==> src/rtl/lsu_split_pkg.sv <==
// Shared load/store pipeline definitions: memory op encodings, LSU FSM states
// and the access-size helper used when a request is latched.
package lsu_split_pkg;

    typedef enum logic [2:0] {
        LD_NONE, LD_LB, LD_LBU, LD_LH, LD_LHU, LD_LW, LD_LWU, LD_LD
    } type_ld_ops_e;

    typedef enum logic [2:0] {
        ST_NONE, ST_SB, ST_SH, ST_SW, ST_SD
    } type_st_ops_e;

    typedef enum logic [1:0] {
        LSU_IDLE, LSU_BEAT0, LSU_BEAT1, LSU_RESP
    } lsu_state_e;

    // Access size in bytes; callers guarantee at most one op is non-NONE.
    function automatic logic [3:0] op_size(input type_ld_ops_e ld, input type_st_ops_e st);
        logic [3:0] sz;
        case (ld)
            LD_LB, LD_LBU: sz = 4'd1;
            LD_LH, LD_LHU: sz = 4'd2;
            LD_LW, LD_LWU: sz = 4'd4;
            LD_LD:         sz = 4'd8;
            default: begin
                case (st)
                    ST_SB:   sz = 4'd1;
                    ST_SH:   sz = 4'd2;
                    ST_SW:   sz = 4'd4;
                    ST_SD:   sz = 4'd8;
                    default: sz = 4'd0;
                endcase
            end
        endcase
        return sz;
    endfunction

endpackage

==> src/rtl/lsu_split_lane_align.sv <==
// Byte-lane steering for the LSU: byte enables and store data for the current
// beat, and reassembly plus sign/zero extension of load data from both beats.
module lsu_lane_align
    import lsu_split_pkg::*;
#(
    parameter  int DATA_W = 32,
    localparam int NLANE  = DATA_W / 8,
    localparam int OFS_W  = $clog2(NLANE)
) (
    input  logic [OFS_W-1:0]  ofs_i,
    input  logic [3:0]        size_i,
    input  logic              beat1_i,
    input  logic [DATA_W-1:0] wdata_i,
    input  type_ld_ops_e      ld_op_i,
    input  logic [DATA_W-1:0] lo_i,
    input  logic [DATA_W-1:0] hi_i,
    output logic [NLANE-1:0]  be_o,
    output logic [DATA_W-1:0] wdata_o,
    output logic [DATA_W-1:0] rdata_o
);

    logic [2*NLANE-1:0]  mask_w;
    logic [2*DATA_W-1:0] wide_w;
    logic [DATA_W-1:0]   raw_w;

    // Keep the low nbits of v; fill above with the top kept bit when sgn is set.
    function automatic logic [DATA_W-1:0] extend(input logic [DATA_W-1:0] v,
                                                 input logic [6:0] nbits, input logic sgn);
        logic [DATA_W-1:0] m;
        logic              top;
        m   = (nbits >= 7'(DATA_W)) ? '1 : ((DATA_W'(1) << nbits) - DATA_W'(1));
        top = |(v & (m ^ (m >> 1)));
        return (v & m) | ((sgn && top) ? ~m : '0);
    endfunction

    // Work in a double-width window: low half is beat 0, high half is beat 1.
    always_comb begin
        mask_w  = ((2*NLANE)'(1) << size_i) - (2*NLANE)'(1);
        mask_w  = mask_w << ofs_i;
        wide_w  = {{DATA_W{1'b0}}, wdata_i} << {ofs_i, 3'b000};
        be_o    = beat1_i ? mask_w[2*NLANE-1:NLANE] : mask_w[NLANE-1:0];
        wdata_o = beat1_i ? wide_w[2*DATA_W-1:DATA_W] : wide_w[DATA_W-1:0];
        raw_w   = DATA_W'({hi_i, lo_i} >> {ofs_i, 3'b000});
        case (ld_op_i)
            LD_LB:   rdata_o = extend(raw_w, 7'd8,  1'b1);
            LD_LBU:  rdata_o = extend(raw_w, 7'd8,  1'b0);
            LD_LH:   rdata_o = extend(raw_w, 7'd16, 1'b1);
            LD_LHU:  rdata_o = extend(raw_w, 7'd16, 1'b0);
            LD_LW:   rdata_o = extend(raw_w, 7'd32, 1'b1);
            LD_LWU:  rdata_o = extend(raw_w, 7'd32, 1'b0);
            LD_LD:   rdata_o = raw_w;
            default: rdata_o = '0;
        endcase
    end

endmodule

==> src/rtl/lsu_split.sv <==
// Load/store unit front end: accepts one EXE memory op, issues one or two
// lane-aligned data-bus beats (splitting misaligned accesses), and responds.
module lsu_split
    import lsu_split_pkg::*;
#(
    parameter  int DATA_W = 32,
    parameter  int ADDR_W = 32,
    localparam int NLANE  = DATA_W / 8,
    localparam int OFS_W  = $clog2(NLANE)
) (
    input  logic              clk,
    input  logic              rst,
    input  logic              req_valid_i,
    output logic              req_ready_o,
    input  type_ld_ops_e      ld_ops_i,
    input  type_st_ops_e      st_ops_i,
    input  logic [ADDR_W-1:0] addr_i,
    input  logic [DATA_W-1:0] wdata_i,
    input  logic [4:0]        rd_addr_i,
    input  logic              flush_i,
    output logic              dbus_req_o,
    output logic              dbus_we_o,
    output logic [ADDR_W-1:0] dbus_addr_o,
    output logic [NLANE-1:0]  dbus_be_o,
    output logic [DATA_W-1:0] dbus_wdata_o,
    input  logic              dbus_ack_i,
    input  logic [DATA_W-1:0] dbus_rdata_i,
    output logic              rsp_valid_o,
    output logic [DATA_W-1:0] rsp_rdata_o,
    output logic [4:0]        rsp_rd_addr_o,
    output logic              stall_o,
    output logic              err_o
);

    if (DATA_W != 32 && DATA_W != 64) begin : g_bad_width
        $error("lsu_split: DATA_W must be 32 or 64");
    end

    lsu_state_e        state_q, state_d;
    type_ld_ops_e      ld_q;
    type_st_ops_e      st_q;
    logic [ADDR_W-1:0] addr_q;
    logic [DATA_W-1:0] wdata_q, lo_q, hi_q;
    logic [4:0]        rd_q;
    logic [3:0]        size_q;
    logic              flushed_q, err_q;

    logic              ld_any, st_any, illegal, accept;
    logic              is_load, in_beat, split, flush_ld;
    logic [OFS_W-1:0]  ofs;
    logic [ADDR_W-1:0] base;
    logic [NLANE-1:0]  be_w;
    logic [DATA_W-1:0] wdata_w, rdata_w;

    assign ld_any  = (ld_ops_i != LD_NONE);
    assign st_any  = (st_ops_i != ST_NONE);
    assign illegal = (ld_any && st_any) ||
                     (DATA_W == 32 && (ld_ops_i == LD_LWU || ld_ops_i == LD_LD || st_ops_i == ST_SD));
    assign accept  = (state_q == LSU_IDLE) && req_valid_i && !flush_i && (ld_any ^ st_any) && !illegal;

    assign is_load  = (ld_q != LD_NONE);
    assign in_beat  = (state_q == LSU_BEAT0) || (state_q == LSU_BEAT1);
    assign ofs      = addr_q[OFS_W-1:0];
    assign split    = (5'(ofs) + 5'(size_q)) > 5'(NLANE);
    assign base     = addr_q & ~ADDR_W'(NLANE - 1);
    // A load flush seen in any beat cycle, including the ack cycle, kills it.
    assign flush_ld = is_load && (flushed_q || flush_i);

    lsu_lane_align #(.DATA_W(DATA_W)) u_align (
        .ofs_i   (ofs),
        .size_i  (size_q),
        .beat1_i (state_q == LSU_BEAT1),
        .wdata_i (wdata_q),
        .ld_op_i (ld_q),
        .lo_i    (lo_q),
        .hi_i    (hi_q),
        .be_o    (be_w),
        .wdata_o (wdata_w),
        .rdata_o (rdata_w)
    );

    always_comb begin
        state_d       = state_q;
        req_ready_o   = (state_q == LSU_IDLE);
        stall_o       = (state_q != LSU_IDLE) || accept;
        dbus_req_o    = 1'b0;
        dbus_we_o     = 1'b0;
        dbus_addr_o   = '0;
        dbus_be_o     = '0;
        dbus_wdata_o  = '0;
        rsp_valid_o   = 1'b0;
        rsp_rdata_o   = '0;
        rsp_rd_addr_o = '0;
        case (state_q)
            LSU_IDLE:  if (accept) state_d = LSU_BEAT0;
            LSU_BEAT0: if (dbus_ack_i) state_d = flush_ld ? LSU_IDLE : (split ? LSU_BEAT1 : LSU_RESP);
            LSU_BEAT1: if (dbus_ack_i) state_d = flush_ld ? LSU_IDLE : LSU_RESP;
            LSU_RESP:  state_d = LSU_IDLE;
            default:   state_d = LSU_IDLE;
        endcase
        // Bus outputs derive only from latched state, so they hold steady until ack.
        if (in_beat) begin
            dbus_req_o   = 1'b1;
            dbus_we_o    = !is_load;
            dbus_addr_o  = (state_q == LSU_BEAT1) ? base + ADDR_W'(NLANE) : base;
            dbus_be_o    = be_w;
            dbus_wdata_o = is_load ? '0 : wdata_w;
        end
        if (state_q == LSU_RESP) begin
            rsp_valid_o   = !(is_load && flush_i);
            rsp_rd_addr_o = rd_q;
            rsp_rdata_o   = is_load ? rdata_w : '0;
        end
    end

    assign err_o = err_q;

    always_ff @(posedge clk) begin
        if (rst) begin
            state_q   <= LSU_IDLE;
            ld_q      <= LD_NONE;
            st_q      <= ST_NONE;
            addr_q    <= '0;
            wdata_q   <= '0;
            lo_q      <= '0;
            hi_q      <= '0;
            rd_q      <= '0;
            size_q    <= '0;
            flushed_q <= 1'b0;
            err_q     <= 1'b0;
        end else begin
            state_q <= state_d;
            err_q   <= (state_q == LSU_IDLE) && req_valid_i && !flush_i && illegal;
            if (accept) begin
                ld_q      <= ld_ops_i;
                st_q      <= st_ops_i;
                addr_q    <= addr_i;
                wdata_q   <= wdata_i;
                rd_q      <= rd_addr_i;
                size_q    <= op_size(ld_ops_i, st_ops_i);
                flushed_q <= 1'b0;
            end else if (in_beat && flush_i) begin
                flushed_q <= 1'b1;
            end
            if (state_q == LSU_BEAT0 && dbus_ack_i) lo_q <= dbus_rdata_i;
            if (state_q == LSU_BEAT1 && dbus_ack_i) hi_q <= dbus_rdata_i;
        end
    end

endmodule

==> config.mk <==
export PLATFORM = sky130hd
export DESIGN_NAME = lsu_split
export DESIGN_NICKNAME = d
export VERILOG_FILES = /design/src/rtl/lsu_split_pkg.sv /design/src/rtl/lsu_split_lane_align.sv /design/src/rtl/lsu_split.sv
export SDC_FILE = /design/constraint.sdc
export NUM_CORES = 1
export LEC_CHECK = 0
export CAP_MARGIN = 15
export CORE_MARGIN = 3
export CORE_UTILIZATION = 53
export DETAILED_ROUTE_END_ITERATION = 8
export GPL_ROUTABILITY_DRIVEN = 1
export PLACE_DENSITY = 0.86
export REMOVE_ABC_BUFFERS = 1
export SETUP_SLACK_MARGIN = 0.15
export SYNTH_ARGS = -nofsm -noshare
export SYNTH_HDL_FRONTEND = slang
export SYNTH_SLANG_ARGS = --single-unit
==> constraint.sdc <==
create_clock -name clk -period 4.7 [get_ports clk]
set_input_delay 0.94 -clock clk [delete_from_list [all_inputs] [get_ports clk]]
set_output_delay 0.94 -clock clk [all_outputs]
set_load 0.03 [all_outputs]
* Word level (Yosys, flattened, before mapping)
Cells that the tools add are included.
Word-level totals: register bits after elaboration 144, input bits 112, output and inout port bits 111, word-level logic and storage cells 102
Operators by class: add/sub/neg operators 3, reduce and logical (&&, ||, !) cells 32, bitwise logic cells 3, eq/ne operators 24, muxes and demuxes 25, order comparisons 1, shifts and indexed selects 4
Operators by type and width (count):
- two-way mux 32 bit | 9
- case mux 32 bit (5 select lines) | 1
- << shifter 32 x 5 -> 64 bit | 1
- >> shifter 64 x 5 -> 32 bit | 1
- adder 32 x 3 -> 32 bit (second input constant) | 1
- bitwise OR 16 x 32 -> 32 bit | 1
- bitwise OR 8 x 32 -> 32 bit | 1
- case mux 4 bit (4 select lines) | 2
- == test 3 bit (second input constant) | 9
- == test 3 x 2 -> 1 bit (second input constant) | 6
- logical AND 1 bit | 11
- two-way mux 2 bit | 5
- == test 3 x 1 -> 1 bit (second input constant) | 3
- nonzero test 3 bit | 3
- two-way mux 4 bit | 2
- case mux 2 bit (4 select lines) | 1
- OR reduction 2 bit | 4
- << shifter 1 x 4 -> 8 bit (first input constant) | 1
- << shifter 8 x 2 -> 8 bit | 1
- subtractor 8 x 2 -> 8 bit (second input constant) | 1
- logical OR 1 bit | 6
- adder 2 x 4 -> 5 bit | 1
- > comparator 5 x 3 -> 1 bit (second input constant) | 1
- two-way mux 5 bit | 1
- other kinds (11) | 19

* Longest topological paths before layout
Gate-level depths: netlist (run 1).
depth after elaboration 8, depth in mapped cells 11, depth with buffers taken out 9

* By module
Synthesis (run 1) repeated with hierarchy kept, for this count alone.
Unflattened totals: cell total of the unflattened synthesis 1198, area total of the unflattened synthesis 8787.2 µm²
By module, submodules not included:
- lsu_split | area an instance 6685.2 µm², instances 1, sequential area each 2882.8 µm², cells an instance 885
- lsu_lane_align | area an instance 2102.0 µm², instances 1, sequential area each 0.0 µm², cells an instance 313

* Worst setup path before layout (run 1)
OpenSTA, ideal clock, no wires.
path type register to output, start reg size_q[2], end out dbus_be_o[3], data arrival time 2.745 ns, buffers on the path 2, required time 3.760 ns, path slack 1.015 ns, stages on the path, launching flop included 12, cell sequence dfxtp_1 clkbuf_1 or2_2 nor3_1 inv_1 ha_1 buf_1 nor3_1 a21oi_1 o31ai_1 o21ai_0 a211oi_1
On the way: longest elaborated chain between the ends 5
Ends and longest elaborated chain:
- start: declaration | line lsu_split.sv:45 | logic [3:0] size_q;
- start signal: assignment | line lsu_split.sv:140 | size_q <= op_size(ld_ops_i, st_ops_i);
- << shifter 1 x 4 -> 8 bit | line lsu_split_lane_align.sv:38 | mask_w = ((2*NLANE)'(1) << size_i) - (2*NLANE)'(1);
- subtractor 8 x 2 -> 8 bit | line lsu_split_lane_align.sv:38
- << shifter 8 x 2 -> 8 bit | line lsu_split_lane_align.sv:39 | mask_w = mask_w << ofs_i;
- two-way mux 4 bit | line lsu_split_lane_align.sv:41 | be_o = beat1_i ? mask_w[2*NLANE-1:NLANE] : mask_w[NLANE-1:0];
- two-way mux 4 bit | line lsu_split.sv:102 | if (in_beat) begin
- end: declaration | line lsu_split.sv:24 | output logic [NLANE-1:0] dbus_be_o,
Every way passes these cells.

* Final worst setup path (run 1)
start in ld_ops_i[1], end out stall_o
On the way: longest elaborated chain between the ends 7, elaborated cells between the ends (all ways) 12, classes of those cells eq/ne (2); bitwise (1); reduce/logical (9)
Ends and longest elaborated chain:
- start: declaration | line lsu_split.sv:15 | input type_ld_ops_e ld_ops_i,
- == test 3 bit | line lsu_split.sv:58 | (DATA_W == 32 && (ld_ops_i == LD_LWU || ld_ops_i == LD_LD || st_ops_i == ST_SD));
- logical OR 1 bit (2 in series) | line lsu_split.sv:58
- logical OR 1 bit | line lsu_split.sv:57 | assign illegal = (ld_any && st_any) ||
- zero test 1 bit | line lsu_split.sv:59 | assign accept = (state_q == LSU_IDLE) && req_valid_i && !flush_i && (ld_any ^ st_any) && !illegal;
- logical AND 1 bit (*) | line lsu_split.sv:59
- logical OR 1 bit (*) | line lsu_split.sv:85 | stall_o = (state_q != LSU_IDLE) || accept;
- end: declaration | line lsu_split.sv:31 | output logic stall_o,
Every way passes the cells marked *; elsewhere a longest branch is shown, timed or not.

==> reports/qor.yml, run 1 <==
drv_slew: 0
worstSkewPairLatency_ns: 0.42
synth_ff_type: "dfxtp_1"
cp_max_fo: 10
dieArea_um2: 17200
clockPowerShare: 0.474
avgSynthCellArea_um2: 7.63
ys_ff_latch: 136
postCtsHoldBufs: 0
cts_setup_buffers: 0
synth_edf_count: 0
cts_buffers: 17
rsz0062_at_grt: "false"
cts_sinks: 136
slew-limit-headroom: 0.279
area_growth_pct: 34.2
grt_usage: 0.281
nets: 1372
rows: 45
antenna_found_initial: 0
combPwrFrac: 0.125
crit_path_frequent_cell: "clkdlybuf4s50_1"
die_y_um: 131
post_drt_wl_per_cell_um: 17.1
start_kind: "input pin"
setup_viol_count_final: 0
final_cells: 1474
drtAntennaViolNets: 0
crit_required_ns: 3.76
synthTopCellsByArea: "dfxtp_1, nand2_1, a21oi_1, mux4_2, mux2i_1"
grt_pass1_wl_um: 40500
vias_per_cell: 5.80
grtUsageMet2: 0.464
finClkSkew_ns: 0.0140
multi_input_area_um2: 5130
ys_async_sr_fraction: 0
power_switching_uw: 782
power_frac_seq: 0.401
yosys_warnings: 0
grt_max_degree: 89
final.fill_count: 1201
busiest_layer: "met2"
yosys.area.top_type: "dfxtp_1"
cap_violations: 0
slowest_delay_ns: 0.71
synth_top_area_frac: 0.328
seqCellArea_um2: 2730
die_w_um: 131
p_int_uw: 2210
power.leakage_uw: 0.00356
drive_gt1_frac: 0.0839
fmax_ghz: 0.230
start_util: 0.544
wl_um: 25300
dr.pass1.iters: 8
final_cell_area_um2: 11200
core_area_um2: 15300
antennaDiodeCount: 0
hold_class: "flip-flop to flip-flop"
met3_usage: 0.0643
drc: 0
setup_tns_ns: 0
final_cell_mix: "nand2_1, clkdlybuf4s50_1, a21oi_1, dfxtp_1, nor2_1"
dp_cells: 1442
tightestPinTransition_ns: 1.08
worstPathArrival_ns: 3.40
port_buffers: 220
ys_seq_area_frac: 0.328
hpwl_um: 16700
place_area_um2: 10500
postSynthCellCount: 1089
crit_type: "input pin to primary output"
grt_pass1_vias: 7989
via_count: 8543
cts_tree: "yes"
use_met1: 0.358
peakVddDrop_v: 0.000296
crit_chain: "clkdlybuf4s50_1, or3_1, ha_1, a21oi_1, nand3_1, o21ai_0, clkdlybuf4s50_1"
gp_congestion: 0.923
ios: 223
h-tree-depth: 4
hold_violations: 0
run_status: "complete, no violations"
first_iter_violations: 973
fin_crit_sh: 0.924
crit_path_top_delay_cell: "clkdlybuf4s50_1"
cts_max_path_buffers: 2
final_util: 0.731
cellPowerDensity_nw_per_um2: 268
fin_crit_ns: 4.34
endpoint_kind: "primary output"
synth_area_um2: 8310
synth.distinct_cells: 66
grt-ovfl-total: 0
swShare: 0.261
clock_tree.root_cell: "clkbuf_16"
final_common_cell: "nand2_1"
clk_pin_slew_ns: 0.06
[registers in the layout, summed over array words and instances (netlist names)]
register	flops
size_q	4
addr_q	32
flushed_q	1
wdata_q	32
rd_q	5
hi_q	24
lo_q	32
ld_q	3
err_o	1
state_q	2
[cell families after synthesis]
| group | after synthesis | synth area share |
|---|---|---|
| fa+ha+maj | 10 | 0.0160 |
| compound gates | 255 | 0.181 |
| mux | 70 | 0.131 |
| other cells | 1 | 0.000451 |
| xor+xnor | 29 | 0.0306 |
| simple gates | 480 | 0.258 |
| buf+inv | 108 | 0.0550 |
| flops | 136 | 0.328 |
[critical path: cells and delay by family]
| kind | cells | cell delay, ns |
|---|---|---|
| AO/OA/AOI/OAI | 2 | 0.44 |
| AND/OR/NAND/NOR | 2 | 0.54 |
| buffers and inverters | 2 | 1.29 |
| adder cells (fa/ha/maj) | 1 | 0.20 |
[what timing repair did]
item,in CTS,in global routing
hold endpoints to repair,0,0
resized for setup,1,3
setup endpoints to repair,1,3
[cells in the mapped netlist (all sizes together), types with 2 or more instances]
| cell | count |
|---|---|
| and2 | 38 |
| a21oi | 171 |
| dfxtp | 136 |
| o31ai | 2 |
| o21a | 5 |
| nand3 | 12 |
| inv | 13 |
| and4 | 5 |
| nor2 | 44 |
| xnor2 | 24 |
| o22a | 8 |
| clkbuf | 66 |
| a21boi | 4 |
| nor3b | 4 |
| mux2 | 11 |
| nor4 | 3 |
| a22oi | 10 |
| or3 | 6 |
| nor3 | 18 |
| a211oi | 12 |
| nand2b | 4 |
| nor2b | 6 |
| ha | 9 |
| o22ai | 2 |
| buf | 29 |
| nand4 | 13 |
| mux2i | 30 |
| nand2 | 305 |
| a31oi | 3 |
| and3 | 11 |
| o311ai | 2 |
| or2 | 2 |
| xor2 | 5 |
| mux4 | 29 |
| o21ai | 22 |
| a22o | 6 |
[per-layer routing]
metal  vias up  share of wire
met4         0          0.033
met5         -              0
met3        61          0.076
li1       4082              -
met2       393           0.48
met1      4007           0.42
[power groups by stage]
stage / Combinational (µW) / Sequential [µW] / Clock, µW
2_1_floorplan: 166 / 1220 / 0
3_3_place_gp: 362 / 1220 / 0
3_5_place_dp: 365 / 1230 / 0
4_1_cts: 368 / 1200 / 1430
5_1_grt: 402 / 1200 / 1480
6_report: 373 / 1200 / 1420
[area by class of cell]
| type | count | area share |
|---|---|---|
| well taps | 211 | 0.0237 |
| multi-input cells | 846 | 0.461 |
| repair buffers | 236 | 0.211 |
| clock buffers | 18 | 0.0394 |
| clock inverters | 14 | 0.0166 |
| inverters | 13 | 0.00438 |
| flip-flops and latches | 136 | 0.245 |
[stage by stage]
| step | hold slack (ns) | setup WS (ns) | power [µW] |
|---|---|---|---|
| after detailed placement | 0.443 | 0.368 | 1590 |
| final | 0.450 | 0.358 | 2990 |
| after global placement | 0.437 | 0.435 | 1590 |
| after CTS | 0.450 | 0.301 | 3000 |
| after global routing | 0.465 | 0.162 | 3090 |
| after floorplan | 0.426 | -0.440 | 1390 |
[path summary, 6_finish.rpt]
check                    startpoint                 endpoint  slack (ns)  cells after the start
max                     ld_ops_i[1]                  stall_o        0.36                      7
min            rd_q[4]$_SDFFE_PP0P_     rd_q[4]$_SDFFE_PP0P_        0.45                      2
max reg2reg  addr_q[1]$_SDFFE_PP0P_  state_q[0]$_SDFFE_PP0P_        2.12                      8
min reg2reg    rd_q[4]$_SDFFE_PP0P_     rd_q[4]$_SDFFE_PP0P_        0.45                      2
Note: power is estimated with default switching activity, not from simulation.
==> run 2, diff against run 1 <==
--- a/config.mk
+++ b/config.mk
@@ -10,6 +10,7 @@
 export CORE_UTILIZATION = 53
 export DETAILED_ROUTE_END_ITERATION = 8
 export GPL_ROUTABILITY_DRIVEN = 1
+export HOLD_SLACK_MARGIN = 0.1
 export PLACE_DENSITY = 0.86
 export REMOVE_ABC_BUFFERS = 1
 export SETUP_SLACK_MARGIN = 0.15
==> results of run 2 <==
Same layout as run 1: the final DEF is identical, and so are final timing and power.
